`src/rtl/thread_decode_stage_pkg.sv`:
```
// thread_pkg: shared definitions for the thread decode stage.
//   CLS_B2..CLS_B5 : instruction bit positions feeding the class decode
//   cls_t          : the seven class bits of an instruction
//   decoded_t      : full decoded bundle at the default field widths
//   state_t        : intake state {RUN, HALTED}
//   decode_cls()   : class-bit decode from ins[5:2]
package thread_pkg;

    localparam int CLS_B2 = 2;
    localparam int CLS_B3 = 3;
    localparam int CLS_B4 = 4;
    localparam int CLS_B5 = 5;

    localparam int P_REG_W  = 4;
    localparam int P_ADDR_W = 10;
    localparam int P_SH_W   = (P_ADDR_W - 2) / 2;

    typedef struct packed {
        logic is_simd;
        logic is_jump;
        logic pop;
        logic zcmpw;
        logic set_tos;
        logic is_halt;
        logic idf;
    } cls_t;

    // Bundle layout for the default configuration, for consumers that
    // want to carry the decode result as a single value.
    typedef struct packed {
        logic [1:0]          alusel0;
        logic [1:0]          alusel1;
        logic [2:0]          flags;
        logic                inc;
        logic                sh1dir;
        logic                sh2dir;
        logic [P_SH_W-1:0]   shamt1;
        logic [P_SH_W-1:0]   shamt2;
        cls_t                cls;
        logic [P_ADDR_W-1:0] jump_addr;
        logic [P_REG_W-1:0]  rs0;
        logic [P_REG_W-1:0]  rs1;
        logic [P_REG_W-1:0]  rd;
    } decoded_t;

    typedef enum logic {RUN = 1'b0, HALTED = 1'b1} state_t;

    // b[3:0] = {b5, b4, b3, b2}. pop requires ~b4 and halt requires b4,
    // so a halt word can never pop.
    function automatic cls_t decode_cls(input logic [3:0] b);
        cls_t c;
        c.is_simd = ~b[3] & ~b[2];
        c.is_jump =  b[3] & ~b[1];
        c.pop     =  b[3] &  b[1] & ~b[2];
        c.zcmpw   =  b[2] & ~b[1] & ~b[0];
        c.set_tos = ~b[3] &  b[1] &  b[0];
        c.is_halt =  b[3] &  b[2] &  b[1];
        c.idf     =  b[2] &  b[1] & ~b[0];
        return c;
    endfunction

endpackage

```
`src/rtl/thread_decode_stage_tos_stack.sv`:
```
// tos_stack: return-address stack without wrap-around.
//   clk, rst_n : clock, async active-low reset (clears entries and count)
//   push, din  : push din when not full; a push on a full stack is dropped
//   pop        : drop the top entry when not empty
//   dout       : current top entry, 0 when empty
//   full, empty, count : occupancy status
module tos_stack #(
    parameter  int DEPTH = 4,
    parameter  int W     = 10,
    localparam int CW    = $clog2(DEPTH + 1),
    localparam int IW    = (DEPTH > 1) ? $clog2(DEPTH) : 1
) (
    input  logic          clk,
    input  logic          rst_n,
    input  logic          push,
    input  logic          pop,
    input  logic [W-1:0]  din,
    output logic [W-1:0]  dout,
    output logic          full,
    output logic          empty,
    output logic [CW-1:0] count
);

    logic [W-1:0]  r_mem [DEPTH];
    logic [CW-1:0] r_cnt;
    logic [CW-1:0] w_top_ptr;

    assign w_top_ptr = r_cnt - CW'(1);
    assign full      = (r_cnt == CW'(DEPTH));
    assign empty     = (r_cnt == '0);
    assign dout      = empty ? '0 : r_mem[w_top_ptr[IW-1:0]];
    assign count     = r_cnt;

    always_ff @(posedge clk or negedge rst_n) begin
        if (!rst_n) begin
            r_cnt <= '0;
            for (int i = 0; i < DEPTH; i++) r_mem[i] <= '0;
        end else if (push && !full) begin
            r_mem[r_cnt[IW-1:0]] <= din;
            r_cnt                <= r_cnt + CW'(1);
        end else if (pop && !empty) begin
            r_cnt <= r_cnt - CW'(1);
        end
    end

endmodule

```
`src/rtl/thread_decode_stage.sv`:
```
// thread_decode_stage: registered decode stage between fetch and execute.
//   clk, rst_n            : clock, async active-low reset
//   in_valid/in_ready/in_ins : instruction handshake
//   out_valid/out_ready   : decoded bundle handshake (held under backpressure)
//   alusel*, flags, inc, sh*dir, shamt*, class bits, jump_addr, rs0/rs1/rd : bundle
//   resume                : leave HALTED
//   flush                 : drop the output bundle, block intake this cycle
//   halted, stack_depth, err_ovf, err_unf : status
module thread_decode_stage
    import thread_pkg::*;
#(
    parameter  int REG_W       = 4,
    parameter  int ADDR_W      = 10,
    parameter  int STACK_DEPTH = 4,
    localparam int INS_W       = 10 + ADDR_W + 3 * REG_W,
    localparam int SH_W        = (ADDR_W - 2) / 2,
    localparam int SD_W        = $clog2(STACK_DEPTH + 1)
) (
    input  logic              clk,
    input  logic              rst_n,
    input  logic              in_valid,
    output logic              in_ready,
    input  logic [INS_W-1:0]  in_ins,
    output logic              out_valid,
    input  logic              out_ready,
    output logic [1:0]        alusel0,
    output logic [1:0]        alusel1,
    output logic [2:0]        flags,
    output logic              inc,
    output logic              sh1dir,
    output logic              sh2dir,
    output logic [SH_W-1:0]   shamt1,
    output logic [SH_W-1:0]   shamt2,
    output logic              is_simd,
    output logic              is_jump,
    output logic              pop,
    output logic              zcmpw,
    output logic              set_tos,
    output logic              is_halt,
    output logic              idf,
    output logic [ADDR_W-1:0] jump_addr,
    output logic [REG_W-1:0]  rs0,
    output logic [REG_W-1:0]  rs1,
    output logic [REG_W-1:0]  rd,
    input  logic              resume,
    input  logic              flush,
    output logic              halted,
    output logic [SD_W-1:0]   stack_depth,
    output logic              err_ovf,
    output logic              err_unf
);

    state_t             r_state;
    logic               r_out_valid;
    logic [1:0]         r_alusel0, r_alusel1;
    logic [2:0]         r_flags;
    logic               r_inc, r_sh1dir, r_sh2dir;
    logic [SH_W-1:0]    r_shamt1, r_shamt2;
    cls_t               r_cls;
    logic [ADDR_W-1:0]  r_jump_addr;
    logic [REG_W-1:0]   r_rs0, r_rs1, r_rd;
    logic               r_err_ovf, r_err_unf;

    logic               w_accept;
    cls_t               w_cls;
    logic [ADDR_W-1:0]  w_addr;
    logic [ADDR_W-1:0]  w_top;
    logic               w_full, w_empty, w_push, w_pop;

    assign in_ready = (r_state == RUN) & (~r_out_valid | out_ready) & ~flush;
    assign w_accept = in_valid & in_ready;
    assign w_cls    = decode_cls(in_ins[CLS_B5:CLS_B2]);
    assign w_addr   = in_ins[9+ADDR_W:10];
    assign w_push   = w_accept & w_cls.set_tos;
    assign w_pop    = w_accept & w_cls.pop;

    tos_stack #(.DEPTH(STACK_DEPTH), .W(ADDR_W)) u_stack (
        .clk   (clk),
        .rst_n (rst_n),
        .push  (w_push),
        .pop   (w_pop),
        .din   (w_addr),
        .dout  (w_top),
        .full  (w_full),
        .empty (w_empty),
        .count (stack_depth)
    );

    always_ff @(posedge clk or negedge rst_n) begin
        if (!rst_n) begin
            r_state     <= RUN;
            r_out_valid <= 1'b0;
            r_alusel0   <= '0;
            r_alusel1   <= '0;
            r_flags     <= '0;
            r_inc       <= 1'b0;
            r_sh1dir    <= 1'b0;
            r_sh2dir    <= 1'b0;
            r_shamt1    <= '0;
            r_shamt2    <= '0;
            r_cls       <= '0;
            r_jump_addr <= '0;
            r_rs0       <= '0;
            r_rs1       <= '0;
            r_rd        <= '0;
            r_err_ovf   <= 1'b0;
            r_err_unf   <= 1'b0;
        end else begin
            if (flush)         r_out_valid <= 1'b0;
            else if (w_accept) r_out_valid <= 1'b1;
            else if (out_ready) r_out_valid <= 1'b0;

            if (w_accept) begin
                r_alusel0   <= in_ins[1:0];
                r_alusel1   <= in_ins[3:2];
                r_flags     <= in_ins[8:6];
                r_inc       <= in_ins[9];
                r_shamt1    <= in_ins[9+SH_W:10];
                r_sh1dir    <= in_ins[10+SH_W];
                r_shamt2    <= in_ins[10+2*SH_W:11+SH_W];
                r_sh2dir    <= in_ins[9+ADDR_W];
                r_cls       <= w_cls;
                // the stack returns 0 when empty, which is the underflow target
                r_jump_addr <= w_cls.pop ? w_top : w_addr;
                r_rs0       <= in_ins[10+ADDR_W +: REG_W];
                r_rs1       <= in_ins[10+ADDR_W+REG_W +: REG_W];
                r_rd        <= in_ins[10+ADDR_W+2*REG_W +: REG_W];
            end

            if (w_push && w_full)  r_err_ovf <= 1'b1;
            if (w_pop && w_empty)  r_err_unf <= 1'b1;

            case (r_state)
                RUN:    if (w_accept && w_cls.is_halt) r_state <= HALTED;
                HALTED: if (resume) r_state <= RUN;
                default: r_state <= RUN;
            endcase
        end
    end

    assign out_valid = r_out_valid;
    assign alusel0   = r_alusel0;
    assign alusel1   = r_alusel1;
    assign flags     = r_flags;
    assign inc       = r_inc;
    assign sh1dir    = r_sh1dir;
    assign sh2dir    = r_sh2dir;
    assign shamt1    = r_shamt1;
    assign shamt2    = r_shamt2;
    assign is_simd   = r_cls.is_simd;
    assign is_jump   = r_cls.is_jump;
    assign pop       = r_cls.pop;
    assign zcmpw     = r_cls.zcmpw;
    assign set_tos   = r_cls.set_tos;
    assign is_halt   = r_cls.is_halt;
    assign idf       = r_cls.idf;
    assign jump_addr = r_jump_addr;
    assign rs0       = r_rs0;
    assign rs1       = r_rs1;
    assign rd        = r_rd;
    assign halted    = (r_state == HALTED);
    assign err_ovf   = r_err_ovf;
    assign err_unf   = r_err_unf;

endmodule
```
`config.mk`:
```
export PLATFORM = sky130hd
export DESIGN_NAME = thread_decode_stage
export DESIGN_NICKNAME = d
export VERILOG_FILES = /design/src/rtl/thread_decode_stage_pkg.sv /design/src/rtl/thread_decode_stage_tos_stack.sv /design/src/rtl/thread_decode_stage.sv
export SDC_FILE = /design/constraint.sdc
export NUM_CORES = 1
export LEC_CHECK = 0
export ABC_AREA = 1
export CAP_MARGIN = 20
export CORE_MARGIN = 8
export CORE_UTILIZATION = 54
export DETAILED_ROUTE_END_ITERATION = 12
export GPL_ROUTABILITY_DRIVEN = 1
export PLACE_DENSITY_LB_ADDON = 0.25
export SYNTH_ARGS = -nofsm -noshare
export SYNTH_HDL_FRONTEND = slang
export SYNTH_SLANG_ARGS = --single-unit
```
`constraint.sdc`:
```
create_clock -name clk -period 3.6 [get_ports clk]
set_input_delay 0.72 -clock clk [delete_from_list [all_inputs] [get_ports clk]]
set_output_delay 0.72 -clock clk [all_outputs]
set_load 0.02 [all_outputs]
```
==> results_dict.tcl <==
set metrics [dict create \
    cts_root_buffer "clkbuf_8" \
    status "finished, final reports clean" \
    hold_path_class "in -> async" \
    yosysUniqueCellTypes 29 \
    synth_top_area_share_pct 55.80 \
    synth_area_um2 4215 \
    postPlaceCellArea_um2 5182 \
    fin_area_um2 5404 \
    drtPass1Iterations 5 \
    ir_drop_v 0.0004080 \
    dp.cells 666 \
    slew_headroom_pct 52.18 \
    n_antenna_cell 0 \
    fin_cells 682 \
    ys_ff_latch 94 \
    dieArea_um2 10890 \
    clkSinkCount 94 \
    crit_buf_inv 4 \
    yosysSeqAreaShare_pct 55.80 \
    drc 0 \
    dp_slack_ns 0.7682 \
    gp_congestion 0.7895 \
    cts_made_buffers 9 \
    ant_nets 0 \
    p_leak_nw 2.657 \
    die_height_um 104.4 \
    slowest_stage "clkdlybuf4s50_1" \
    core-area_um2 7647 \
    cts_tree "built" \
    netlist_instances 487 \
    setup_ws_ns 0.7589 \
    cts_hold_buf 0 \
    drt_iter0_drc 203 \
    antenna_found_initial 0 \
    drive_gt1_share_pct 7.414 \
    grt-ovfl-total 0 \
    area_growth_pct 28.20 \
    cp_top_family "buffers and inverters" \
    yosysTopAreaCell "dfrtp_1" \
    initial_core_util_pct 55.12 \
    cp-start-kind "input port" \
    final_cell_mix "nand2_1, dfrtp_1, clkdlybuf4s50_1" \
    nets 618 \
    maxCapViolCount 0 \
    p_per_area_nw_per_um2 664.9 \
    num_vias 3590 \
    drv_slew 0 \
    cts-resized-gates 0 \
    postSynthAreaPerCell_um2 8.656 \
    reg2reg_from "u_stack.count[0]$_DFFE_PN0P_" \
    wl_um 10930 \
    clock_latency_ns 0.38 \
    max_stage_delay_ns 0.61 \
    startpoint "out_ready" \
    fin_crit_ns 2.841 \
    cp-end-kind "primary output" \
    worstSetupPathType "in -> out" \
    syn_nets 530 \
    portBuffers 92 \
    via_per_inst 5.264 \
    hold_violations 0 \
    wl_per_cell_um 16.03 \
    tightest_slew_ns 0.7173 \
    dieWidth_um 104.4 \
    layout_commonest_cell "nand2_1" \
    finClkSkew_ns 0.02020 \
    grtUsageTotal_pct 20.72 \
    crit_fanout 3 \
    cts.clk_slew.worst_paths_ns 0.09 \
    dpl.hpwl_um 7674 \
    rows 32 \
    clockBufferDepth 2 \
    setup_violations 0 \
    grt_pass1_vias 3601 \
    yosys_warnings 0 \
    yosys-top-cells-area "dfrtp_1, nand2_1, o21ai_0, a21oi_1, inv_1" \
    worst_ep_required_time_ns 2.88 \
    htree_levels 3 \
    tns_ns 0 \
    crit_arrival_ns 2.12 \
    ioPinCount 93 \
    cts_setup_buffers 0 \
    utilization_pct 70.66 \
    cp_cell_sequence "clkdlybuf4s50_1 > inv_1 > nand2_1 > nand2_1 > inv_1 > clkdlybuf4s50_1" \
    fmax_ghz 0.3520 \
    post-route-period-util_pct 78.92 \
    grt_pass1_wl_um 18150 \
    grt_max_degree 58 \
    rsz0062_at_grt "false" \
]
## per-layer routing
metal  vias to the layer above  global-route usage, %  part of all wire (%)
met5                         -                      0                     0
met4                         0                  10.03                   2.1
met3                        16                  4.895                   5.3
met2                        92                  35.47                    52
met1                      1750                  23.76                    41
li1                       1732                      -                     -
## worst paths after layout
check | end | slack (ns) | cells after the start
max | in_ready | 0.76 | 6
min | u_stack.r_mem[33]$_DFFE_PN0P_ | 0.39 | 1
max reg2reg | jump_addr[6]$_DFFE_PN0P_ | 1.19 | 10
min reg2reg | rs0[0]$_DFFE_PN0P_ | 0.48 | 2
max in group asynchronous | jump_addr[7]$_DFFE_PN0P_ | 2.46 | 2
min in group clk | rs0[0]$_DFFE_PN0P_ | 0.48 | 2
## power by group
part | leakage [nW] | switching [mW] | internal, mW
Combinational | 1.41 | 0.823 | 0.534
Clock | 0.107 | 0.393 | 0.397
Sequential | 1.14 | 0.129 | 1.32
## layout make-up
cell class / count / area [µm²]
inverters: 37 / 138.9
repair buffers: 98 / 963.4
clock buffers: 10 / 127.6
flip-flops and latches: 94 / 2352
well taps: 102 / 127.6
fillers: 600 / 2243
multi-input cells: 335 / 1600
clock inverters: 6 / 93.84
## registers in the layout, summed over array words and instances (netlist names), 2 cells and up
register and count:
alusel0 2, shamt2 4, rs1 4, rd 4, shamt1 4, u_stack.count 3
flags 3, rs0 4, u_stack.r_mem 40, alusel1 2, jump_addr 10
## synthesized netlist by cell type
cell,instances
ha_1,5
xnor2_1,2
nor2_4,3
a21oi_1,30
nand3_4,1
o21ai_2,3
nor3_4,1
dfrtp_1,94
buf_4,3
nor2_2,1
o31ai_1,2
o21bai_1,2
a21boi_0,7
nand2_1,189
clkinv_1,1
nand2_2,1
nor2_1,6
nand4_1,3
buf_6,3
nand3b_2,1
buf_8,1
nor2_8,1
nand3_1,5
o21ai_0,65
buf_2,4
clkbuf_1,10
or2_2,7
inv_1,35
inv_2,1
## metrics by stage
stage / power, mW / hold slack (ns)
6_report: 3.593 / 0.3916
5_1_grt: 3.816 / 0.4579
4_1_cts: 3.607 / 0.4205
3_5_place_dp: 2.818 / 0.4638
3_3_place_gp: 2.771 / 0.4614
2_1_floorplan: 2.271 / 0.4244
## cell families after synthesis
family | after synthesis | share of synthesized area (%)
xor gates and xnor gates | 2 | 0.4156
buffers and inverters | 58 | 6.352
and+or+nand+nor | 219 | 22.08
AOI/OAI and AO/OA | 109 | 13.86
DFF | 94 | 55.80
adders and majority gates | 5 | 1.484
## worst register-to-register path: cells and delay by family, from the launching register on
kind            cells  cell delay, ns
buf+inv             4            0.85
flops               1            0.34
simple gates        2            0.13
compound gates      3            0.45
fa+ha+maj           1            0.58
(Power assumes the default switching activity.)
